File: src/rtl/gate_truth_table_sweeper.sv
// Self-sequencing gate exerciser: sweeps every N-bit vector, holds each for
// HOLD cycles, evaluates the selected gate and accumulates the truth table.
module gate_truth_table_sweeper #(
  parameter int N    = 2,
  parameter int HOLD = 10
) (
  input  logic                clk,
  input  logic                rst,
  input  logic                start,
  input  logic [2:0]          mode,
  output logic [N-1:0]        a,
  output logic                y,
  output logic                valid,
  output logic [(1<<N)-1:0]   truth_table,
  output logic                busy,
  output logic                done
);

  localparam int TT_W  = 1 << N;
  localparam int CNT_W = $clog2(HOLD + 1);
  localparam logic [CNT_W-1:0] CNT_LAST = CNT_W'(HOLD - 1);
  localparam logic [N-1:0]     VEC_LAST = N'(TT_W - 1);

  typedef enum logic {IDLE, RUN} state_t;

  state_t           state_q, state_d;
  logic [2:0]       mode_q;
  logic [N-1:0]     vec;
  logic [CNT_W-1:0] cnt;
  logic             last_cnt, last_vec, accept, gate_bit;

  function automatic logic gate_eval(input logic [2:0] m, input logic [N-1:0] v);
    case (m)
      3'd0:    gate_eval = &v;
      3'd1:    gate_eval = |v;
      3'd2:    gate_eval = ~&v;
      3'd3:    gate_eval = ~|v;
      3'd4:    gate_eval = ^v;
      3'd5:    gate_eval = ~^v;
      3'd6:    gate_eval = v[0];
      default: gate_eval = ~v[0];
    endcase
  endfunction

  assign last_cnt = (cnt == CNT_LAST);
  assign last_vec = (vec == VEC_LAST);
  assign gate_bit = gate_eval(mode_q, vec);
  assign a        = vec;

  always_ff @(posedge clk) begin
    if (rst) state_q <= IDLE;
    else     state_q <= state_d;
  end

  always_comb begin
    state_d = state_q;
    case (state_q)
      IDLE:    if (start) state_d = RUN;
      RUN:     if (last_cnt && last_vec) state_d = IDLE;
      default: state_d = IDLE;
    endcase
  end

  always_comb begin
    busy   = (state_q == RUN);
    accept = (state_q == IDLE) && start;
  end

  // Sweep datapath: evaluation happens on the final cycle of each hold window
  always_ff @(posedge clk) begin
    if (rst) begin
      mode_q      <= '0;
      vec         <= '0;
      cnt         <= '0;
      y           <= 1'b0;
      valid       <= 1'b0;
      truth_table <= '0;
      done        <= 1'b0;
    end else begin
      valid <= 1'b0;
      if (accept) begin
        mode_q      <= mode;
        vec         <= '0;
        cnt         <= '0;
        truth_table <= '0;
        done        <= 1'b0;
      end else if (state_q == RUN) begin
        if (last_cnt) begin
          y                <= gate_bit;
          truth_table[vec] <= gate_bit;
          valid            <= 1'b1;
          cnt              <= '0;
          if (last_vec) done <= 1'b1;
          else          vec  <= vec + 1'b1;
        end else begin
          cnt <= cnt + 1'b1;
        end
      end
    end
  end

endmodule

File: config.mk
export PLATFORM = sky130hd
export DESIGN_NAME = gate_truth_table_sweeper
export DESIGN_NICKNAME = d
export VERILOG_FILES = /design/src/rtl/gate_truth_table_sweeper.sv
export SDC_FILE = /design/constraint.sdc
export NUM_CORES = 1
export LEC_CHECK = 0
export CORE_ASPECT_RATIO = 1.5
export CORE_MARGIN = 5
export CORE_UTILIZATION = 40
export CTS_BUF_LIST = sky130_fd_sc_hd__clkbuf_8
export DETAILED_ROUTE_END_ITERATION = 8
export GPL_TIMING_DRIVEN = 0
export PLACE_DENSITY_LB_ADDON = 0.08
export SLEW_MARGIN = 40
export SYNTH_ARGS = -nofsm -noshare
export SYNTH_HDL_FRONTEND = slang
export SYNTH_SLANG_ARGS = --single-unit
File: constraint.sdc
create_clock -name clk -period 1.9 [get_ports clk]
set_input_delay 0.57 -clock clk [delete_from_list [all_inputs] [get_ports clk]]
set_output_delay 0.57 -clock clk [all_outputs]
set_load 0.1 [all_outputs]
* Word-level counts from Yosys, hierarchy flattened
Index checks and enable logic that the tools add are counted.
** Operators by class
- Add/sub/neg operators :: 2
- Multipliers :: 0
- Div/mod/pow operators :: 0
- $lt $le $gt $ge :: 2
- Eq/ne operators :: 8
- Shift-type cells :: 0
- Muxes and demuxes :: 9
- Bitwise operators :: 4
- Reductions and logical operators :: 16
** Operators by type and width (number)
- == test 3 bit (second input constant) :: 3
- AND reduction 3 bit :: 3
- one-hot mux 1 bit (7 select lines) :: 1
- == test 3 x 2 -> 1 bit (second input constant) :: 2
- adder 4 x 1 -> 4 bit (second input constant) :: 1
- bitwise mux 4 bit :: 1
- == test 4 bit (second input constant) :: 1
- two-way mux 1 bit :: 4
- two-way mux 4 bit :: 1
- inverter 1 bit :: 4
- AND reduction 2 bit :: 2
- OR reduction 2 bit :: 2
- == test 3 x 1 -> 1 bit (second input constant) :: 1
- logical AND 1 bit :: 3
- logical NOT 3 bit :: 1
- less-than comparator 2 x 3 -> 1 bit (second input constant) :: 1
- OR reduction 3 bit :: 1
- adder 2 x 1 -> 2 bit (second input constant) :: 1
- demux 1 bit (select 2 bit) :: 1
- == test 2 bit (second input constant) :: 1
- >= comparator 2 x 1 -> 1 bit (second input constant) :: 1
- logical NOT 1 bit :: 2
- one-hot mux 1 bit (2 select lines) :: 1
- XNOR reduction 2 bit :: 1
- XOR reduction 2 bit :: 1
** Storage, ports and cells
- Flip-flop bits (word level) :: 17
- Latch bits :: 0
- Bits in writable memories :: 0
- ROM bits :: 0
- Input bits :: 6
- Output and inout bits :: 10
- Logic and storage cells :: 49
- Memories :: 0

* Logic depth before layout (Yosys ltp)
Gate-level depths: netlist of run 1.
- Depth after elaboration :: 5
- Mapped depth :: 6
- Mapped depth without buffers :: 6

* Worst setup path before layout of run 1
OpenSTA, ideal clock, no wires.
- Path type :: register -> register
- Start :: register vec[0], in the netlist a[0]
- End :: register truth_table[3]
- Library setup time :: 0.137 ns
- Arrival :: 2.183 ns
- Data required time :: 1.763 ns
- Setup slack :: -0.419 ns
- Cell stages (with the launch flop) :: 7
- Buffers on the path :: 0
- Clock period less this slack :: 2.319 ns
- Cells stage by stage :: dfxtp_1 -> inv_1 -> ha_1 -> mux2i_1 -> mux2_2 -> nand3_2 -> a311oi_2
** On the way
- Word-level cells in the longest chain between the ends :: 5
- Elaborated cells between the ends (all ways) :: 14
- Classes of those cells :: order compare: 2; mux: 4; bitwise: 1; reduce/logical: 7
** RTL lines
- start: declaration :: RTL line 28 : logic [N-1:0] vec;
- start signal: assignment :: RTL line 94 : else vec <= vec + 1'b1;
- less-than comparator 2 x 3 -> 1 bit (not written as such) / >= comparator 2 x 1 -> 1 bit (equally long branches) :: RTL line 90 : truth_table[vec] <= gate_bit;
- logical AND 1 bit (not written as such) :: RTL line 90
- two-way mux 1 bit (not written as such) :: RTL line 90
- demux 1 bit (select 2 bit) :: RTL line 90
- bitwise mux 4 bit * :: RTL line 90
- end signal: indexed assignment :: RTL line 90
- end: declaration :: RTL line 14 : output logic [(1<<N)-1:0] truth_table,
Every way passes the cells marked *; elsewhere a longest branch is shown, timed or not.
A chain may end at the register's enable or synchronous reset.

* Worst setup path after layout of run 1
- Start :: input port start
- End :: register truth_table[1]
** On the way
- Word-level cells in the longest chain between the ends :: 2
** RTL lines
- start: declaration :: RTL line 9 : input logic start,
- logical AND 1 bit :: RTL line 66 : accept = (state_q == IDLE) && start;
- OR reduction 2 bit (no line)
Every way passes these cells.

==> results of run 1 <==
synthesized netlist by cell type:
master and instances:
inv_1 3, nor2_2 1, a311oi_1 3, nand3_1 1, nor3b_1 1, nor2_1 12, a311oi_2 1, nor2b_1 3
nand4b_2 1, xnor2_1 2, nand3_2 1, nand4_1 1, buf_6 1, or2_1 2, clkbuf_1 1, a211oi_1 2
dfxtp_1 17, mux2_2 1, ha_1 4, xor2_1 1, buf_2 1, nor3_2 1, nand2_1 3, nor3_1 2
a21oi_1 8, mux2i_1 4, nand2b_1 1, o21ai_0 2, a211o_1 1
logic make-up after synthesis:
| logic type | after synthesis |
|---|---|
| AND/OR/NAND/NOR | 30 |
| adder cells (fa/ha/maj) | 4 |
| AO/OA/AOI/OAI | 17 |
| multiplexers | 5 |
| buffers and inverters | 6 |
| XOR/XNOR | 3 |
| flip-flops | 17 |
worst reg2reg max path: cells and delay by family, from the launching register on:
family                   cells  cell delay, ps
flip-flops                   1             380
buffers and inverters        1              70
adder cells (fa/ha/maj)      1             300
AND/OR/NAND/NOR              1             120
multiplexers                 2             500
AO/OA/AOI/OAI                1             110
final cells by class:
cell class / count / share of cell area
flip-flops and latches: 17 / 0.3616
multi-input cells: 59 / 0.4269
well taps: 21 / 0.02742
clock inverters: 1 / 0.003916
repair buffers: 15 / 0.1044
inverters: 3 / 0.01175
plain buffers: 3 / 0.02089
clock buffers: 3 / 0.04308
worst paths after layout:
| check | slack, ps | endpoint | depth (start not counted) | startpoint |
|---|---|---|---|---|
| hold / removal | 470 | done | 2 | done |
| hold reg to reg | 470 | done | 2 | done |
| setup / recovery | 220 | truth_table[1] | 5 | start |
| setup reg to reg | 310 | truth_table[3] | 6 | a[0] |
report_power, final:
group	internal [mW]	switching, mW	leakage [nW]
Combinational	0.0273	0.0375	0.229
Sequential	0.363	0.00972	0.139
Clock	0.143	0.113	0.0269
Total	0.533	0.160	0.395
flip-flops by register name, summed over array words and instances, names as in the netlist:
register     count
y                1
mode_q           3
a                2
busy             1
valid            1
cnt              4
truth_table      4
done             1
routing by layer:
| metal | GRT usage | vias to the layer above | wire length, um |
|---|---|---|---|
| met4 | 0.06406 | 0 | 31 |
| met1 | 0.1310 | 298 | 639 |
| met3 | 0.02809 | 4 | 38 |
| li1 | - | 322 | - |
| met2 | 0.2172 | 10 | 865 |
| met5 | 0 | - | 0 |
stage by stage:
stage	instances	utilization	setup slack [ps]	hold WS, ps	power [mW]
floorplan	82	-	7.234	484.3	0.4226
global placement	118	0.5182	-211.3	453.3	0.4456
detailed placement	118	0.4912	-159.8	466.1	0.4456
CTS	122	0.5155	102.1	482.6	0.7052
global route	122	0.5169	125.2	527.0	0.7256
finish	122	0.5169	224.8	470.6	0.6935
repair_timing:
action                                  4_1_cts  5_1_grt
endpoints found under the setup margin        0        2
gates resized for setup                       0        1
hold buffers                                  0        0
==> summary.txt, run 1 <==
Drt
  • Via count: 634
  • Vias per cell: 5.197
  • Final wirelength: 1.575 mm
  • 1st-iter DRT viols: 3
  • DRC: 0
  • DRT Pass-1 Iters: 2
  • DRT antenna net count: 0
  • WL/cell: 12.91 um

Timing
  • TNS Setup: 0 ps
  • Worst Clk Skew: 0.5767 ps
  • Final Hold Vio Count: 0
  • Final setup viols: 0
  • Max Fclk: 596.9 MHz
  • Final cycle utilization of the critical path: 0.8817
  • RSZ-0062 raised after global routing: false
  • Final min period: 1675 ps
  • Worst relative slew slack: 0.6766
  • Final max-slew violation count: 0
  • Slew @ Worst Pin: 488.4 ps

Final layout
  • Register area: 346.6 um2
  • Leading cell type in the layout, fill and taps excluded: dfxtp_1
  • N_diodes: 0
  • Fillers: 187
  • Multi-input combinational cell area: 409.1 um2
  • Ratio of cells with drive above 1 in the final layout: 0.2475
  • Area growth syn-to-layout: 23.15%
  • Finished Cell Area: 958.4 um2
  • Fin nets: 112
  • Commonest cells after routing, fill and taps aside: dfxtp_1, nor2_1, buf_2

Synthesis
  • Cell variety after synth: 29
  • Mux cell area share after synthesis: 0.06592
  • Synth Register Bits: 17
  • Synth top area cells: dfxtp_1, ha_1, nor2_1
  • Share of the synthesized area in the top cell type: 0.4373
  • Syn. warnings: 0
  • Synth Area in XOR/XNOR: 0.03376
  • Post-synthesis adder-cell area fraction: 0.06431
  • Avg Cell Area, Syn: 9.491 um2
  • Post-synthesis compound-gate area fraction: 0.1479
  • Largest family of logic cells by synthesized area: simple AND/OR/NAND/NOR gates
  • Yosys top cell by area: dfxtp_1
  • Simple-gate share of the synthesized area: 0.2106
  • Cell count after synthesis: 82
  • Syn nets: 92
  • Synthesized area: 778.2 um2
  • Seq/Total Area, Yosys: 0.4373

Place
  • Placed cell area: 910.9 um2
  • RePlAce Congestion: 0.7175
  • I/O Buffers: 15
  • Post-DP HPWL: 1.240 mm

Floorplanning
  • Core area: 1854 um2
  • Die Area: 2946 um2
  • Initial core utilization: 0.4197
  • Die H: 64.02 um
  • Num ports: 16
  • Die W: 46.02 um
  • Row cnt: 19

Job
  • Max Cap Violations: 0

Clocking
  • Sink Count: 17
  • CTS tree: done
  • Clk slew on worst S/H paths: 60 ps
  • Max Buffers Root-to-Sink: 2
  • Setup bufs post-CTS: 0
  • Clock Latency Late Sink: 250 ps
  • Root buffer cell: clkbuf_8
  • # H-tree levels: 1
  • Total clock buffers created by CTS: 3

Power and ir drop
  • Peak supply drop: 0.4602 mV
  • Static Leak: 0.3948 nW
  • PD cells: 723.6 nW/um2

Critical path
  • Buffers plus inverters on the worst setup path: 2
  • Worst path max stage delay: 410 ps
  • Crit path max-delay cell type: clkdlybuf4s50_1
  • CP startpoint kind: input pin
  • Arr. time, crit path: 1830 ps
  • Worst Path Required: 2050 ps
  • CP Class: in2reg
  • Worst Path Max Fanout: 10
  • CP top delay family: buffers and inverters
  • Critical path cell sequence: clkdlybuf4s50_1 > nor2b_2 > or2_1 > buf_2 > a311oi_1
  • Crit path capture type: register

Global routing
  • Vias in the first global route: 636
  • Total track usage: 0.1245
  • Grt ovf: 0
  • Largest net degree at the start of global routing: 11
  • Initial antenna violation count: 0
  • First-pass GRT wire length: 2.753 mm

Run status
  • Status: completed

Min path
  • HP Class: reg2reg
Power figures use the tool's default switching activity.
==> run 2: changes to the inputs <==
--- a/config.mk
+++ b/config.mk
@@ -7,7 +7,7 @@
 export LEC_CHECK = 0
 export CORE_ASPECT_RATIO = 1.5
 export CORE_MARGIN = 5
-export CORE_UTILIZATION = 40
+export CORE_UTILIZATION = 35
 export CTS_BUF_LIST = sky130_fd_sc_hd__clkbuf_8
 export DETAILED_ROUTE_END_ITERATION = 8
 export GPL_TIMING_DRIVEN = 0
==> run 2 against run 1 <==
Compared with the run above: combinational power about the same; register-to-register slack about the same; cell count up 1.6%; die area up 12%; clock power up 2%; clock skew about the same; critical path type unchanged; highest routed layer unchanged.
==> summary.txt, run 2 (same netlist as run 1, synthesis figures left out) <==
Clocking
  • Total clock buffers created by CTS: 3 (unchanged)
  • Clk slew on worst S/H paths: 60 ps (about the same)
  • CTS resizes: 0 (unchanged)
  • Post-CTS Hold Fix Bufs: 0 (unchanged)
  • # H-tree levels: 1 (unchanged)
  • Setup bufs post-CTS: 0 (unchanged)
  • Root buffer cell: clkbuf_8
  • CTS tree: done
  • Sink Count: 17 (unchanged)
  • Max Buffers Root-to-Sink: 2 (unchanged)
  • Clock Latency Late Sink: 250 ps (about the same)

Critical path
  • Buffers plus inverters on the worst setup path: 2 (unchanged)
  • Worst Path Max Fanout: 10 (unchanged)
  • CP top delay family: buffers and inverters
  • Critical path cell sequence: clkdlybuf4s50_1 > nor2b_1 > or2_1 > buf_2 > a311oi_1
  • R2R setup slack: 300 ps (about the same)
  • Worst Path Required: 2030 ps (-20 ps)
  • CP Class: in2reg
  • R2R depth: 5 (-1)
  • RR Endpoint: truth_table[3]
  • Arr. time, crit path: 1900 ps (+70 ps)
  • Crit path max-delay cell type: clkdlybuf4s50_1
  • RR Startpoint: a[0]
  • CP startpoint kind: input pin
  • Worst path max stage delay: 470 ps (+60 ps)
  • Crit path capture type: register

Run status
  • Status: completed

Timing
  • TNS Setup: 0 ps (unchanged)
  • Worst Clk Skew: 1.039 ps (+0.4618 ps)
  • WHS: 474.0 ps (+3.429 ps)
  • Final cycle utilization of the critical path: 0.9353 (+0.05358)
  • Final max-slew violation count: 0 (unchanged)
  • Worst relative slew slack: 0.6786 (+0.002021)
  • Final setup viols: 0 (unchanged)
  • RSZ-0062 raised after global routing: false
  • Slew @ Worst Pin: 485.4 ps (-3.052 ps)
  • Max Fclk: 562.7 MHz (-5.7%)
  • Final Hold Vio Count: 0 (unchanged)
  • Final min period: 1777 ps (+101.8 ps)

Final layout
  • Finished Cell Area: 958.4 um2 (unchanged)
  • Register area: 346.6 um2 (unchanged)
  • Largest regs: cnt x4, truth_table x4, mode_q x3
  • N_diodes: 0 (unchanged)
  • Area growth syn-to-layout: 23.15% (unchanged)
  • Fin nets: 112 (unchanged)
  • Util after Layout: 0.4395 (-0.07740)
  • Ratio of cells with drive above 1 in the final layout: 0.2376 (-0.009901)
  • Commonest cells after routing, fill and taps aside: dfxtp_1, nor2_1, buf_2
  • Leading cell type in the layout, fill and taps excluded: dfxtp_1
  • Fillers: 239 (+28%)
  • Multi-input combinational cell area: 406.6 um2 (-0.61%)
  • Non-filler cells, final: 124 (+1.6%)

Drt
  • DRC: 0 (unchanged)
  • DRT antenna net count: 0 (unchanged)
  • 1st-iter DRT viols: 3 (unchanged)
  • WL/cell: 12.81 um (-0.74%)
  • Final wirelength: 1.589 mm (+0.89%)
  • Vias per cell: 5.032 (-3.2%)
  • DRT Pass-1 Iters: 3 (+1)
  • Via count: 624 (-1.6%)

Floorplanning
  • Num ports: 16 (unchanged)
  • Die H: 67.75 um (+5.8%)
  • Core area: 2181 um2 (+18%)
  • Initial core utilization: 0.3569 (-0.06285)
  • Row cnt: 21 (+2)
  • Die Area: 3286 um2 (+12%)
  • Die W: 48.50 um (+5.4%)

Global routing
  • First-pass GRT wire length: 2.684 mm (-2.5%)
  • Initial antenna violation count: 0 (unchanged)
  • Grt ovf: 0 (unchanged)
  • Largest net degree at the start of global routing: 11 (unchanged)
  • Vias in the first global route: 653 (+2.7%)
  • Total track usage: 0.1062 (-0.01834)

Min path
  • HP Class: reg2reg
  • Hold EP: done
  • Hold Crit Start: done
  • Hold path depth: 2 (unchanged)

Power and ir drop
  • Clock Power Share: 0.375 (+0.006)
  • Sw Pwr: 166.5 uW (+3.8%)
  • Share of power burned in registers: 0.532 (-0.005)
  • Switch share: 0.2382 (+0.006861)
  • Peak supply drop: 0.3571 mV (-22%)
  • Cell-internal power: 532.7 uW (about the same)
  • PD cells: 729.6 nW/um2 (+0.83%)
  • Static Leak: 0.3937 nW (-0.27%)
  • Combinational group share of total power: 0.093 (about the same)

Place
  • RePlAce Congestion: 0.7136 (-0.54%)
  • I/O Buffers: 15 (unchanged)
  • Post-DP HPWL: 1.214 mm (-2.1%)
  • Placed cell area: 913.4 um2 (+0.27%)
  • DP Cell Count: 120 (+1.7%)

Job
  • Max Cap Violations: 0 (unchanged)
-- run 2: worst reg2reg max path, stage by stage, from the launching register on --
cell and delay (ps):
dfxtp_4 360, ha_1 300, or2_1 260, a211o_1 310, nand3_2 130, a311oi_2 110
-- run 2: how the worst max path moves through the flow --
stage,startpoint,end,depth (start not counted)
3_5_place_dp,start,truth_table[1],5
3_3_place_gp,busy,busy,1
4_1_cts,start,truth_table[1],5
2_1_floorplan,a[1],truth_table[3],6
6_report,start,truth_table[1],5
5_1_grt,start,done,5
-- run 2: final cells by class --
cell class              instances  area share
repair buffers                 15      0.1044
multi-input cells              59      0.4243
flip-flops and latches         17      0.3616
inverters                       3     0.01175
clock buffers                   3     0.04308
plain buffers                   3     0.02089
clock inverters                 1    0.003916
well taps                      23     0.03003
-- run 2: power groups by stage --
stage          clock network (mW)  logic, mW  registers (mW)
2_1_floorplan                   0     0.0336           0.389
3_3_place_gp                    0     0.0663           0.380
3_5_place_dp                    0     0.0656           0.380
4_1_cts                     0.275     0.0657           0.372
5_1_grt                     0.288     0.0711           0.373
6_report                    0.262     0.0648           0.372
-- run 2: through the flow --
stage	setup WS (ps)	power (mW)
6_report	123.0	0.6992
5_1_grt	20.02	0.7317
3_5_place_dp	-143.1	0.4458
2_1_floorplan	7.234	0.4226
3_3_place_gp	-199.8	0.4462
4_1_cts	128.0	0.7125
-- run 2: routing by layer --
| metal | part of all wire | up-vias | track usage |
|---|---|---|---|
| met4 | 0.016 | 0 | 0.08754 |
| met3 | 0.031 | 2 | 0.02428 |
| li1 | - | 326 | - |
| met1 | 0.43 | 288 | 0.1129 |
| met5 | 0 | - | 0 |
| met2 | 0.52 | 8 | 0.1781 |
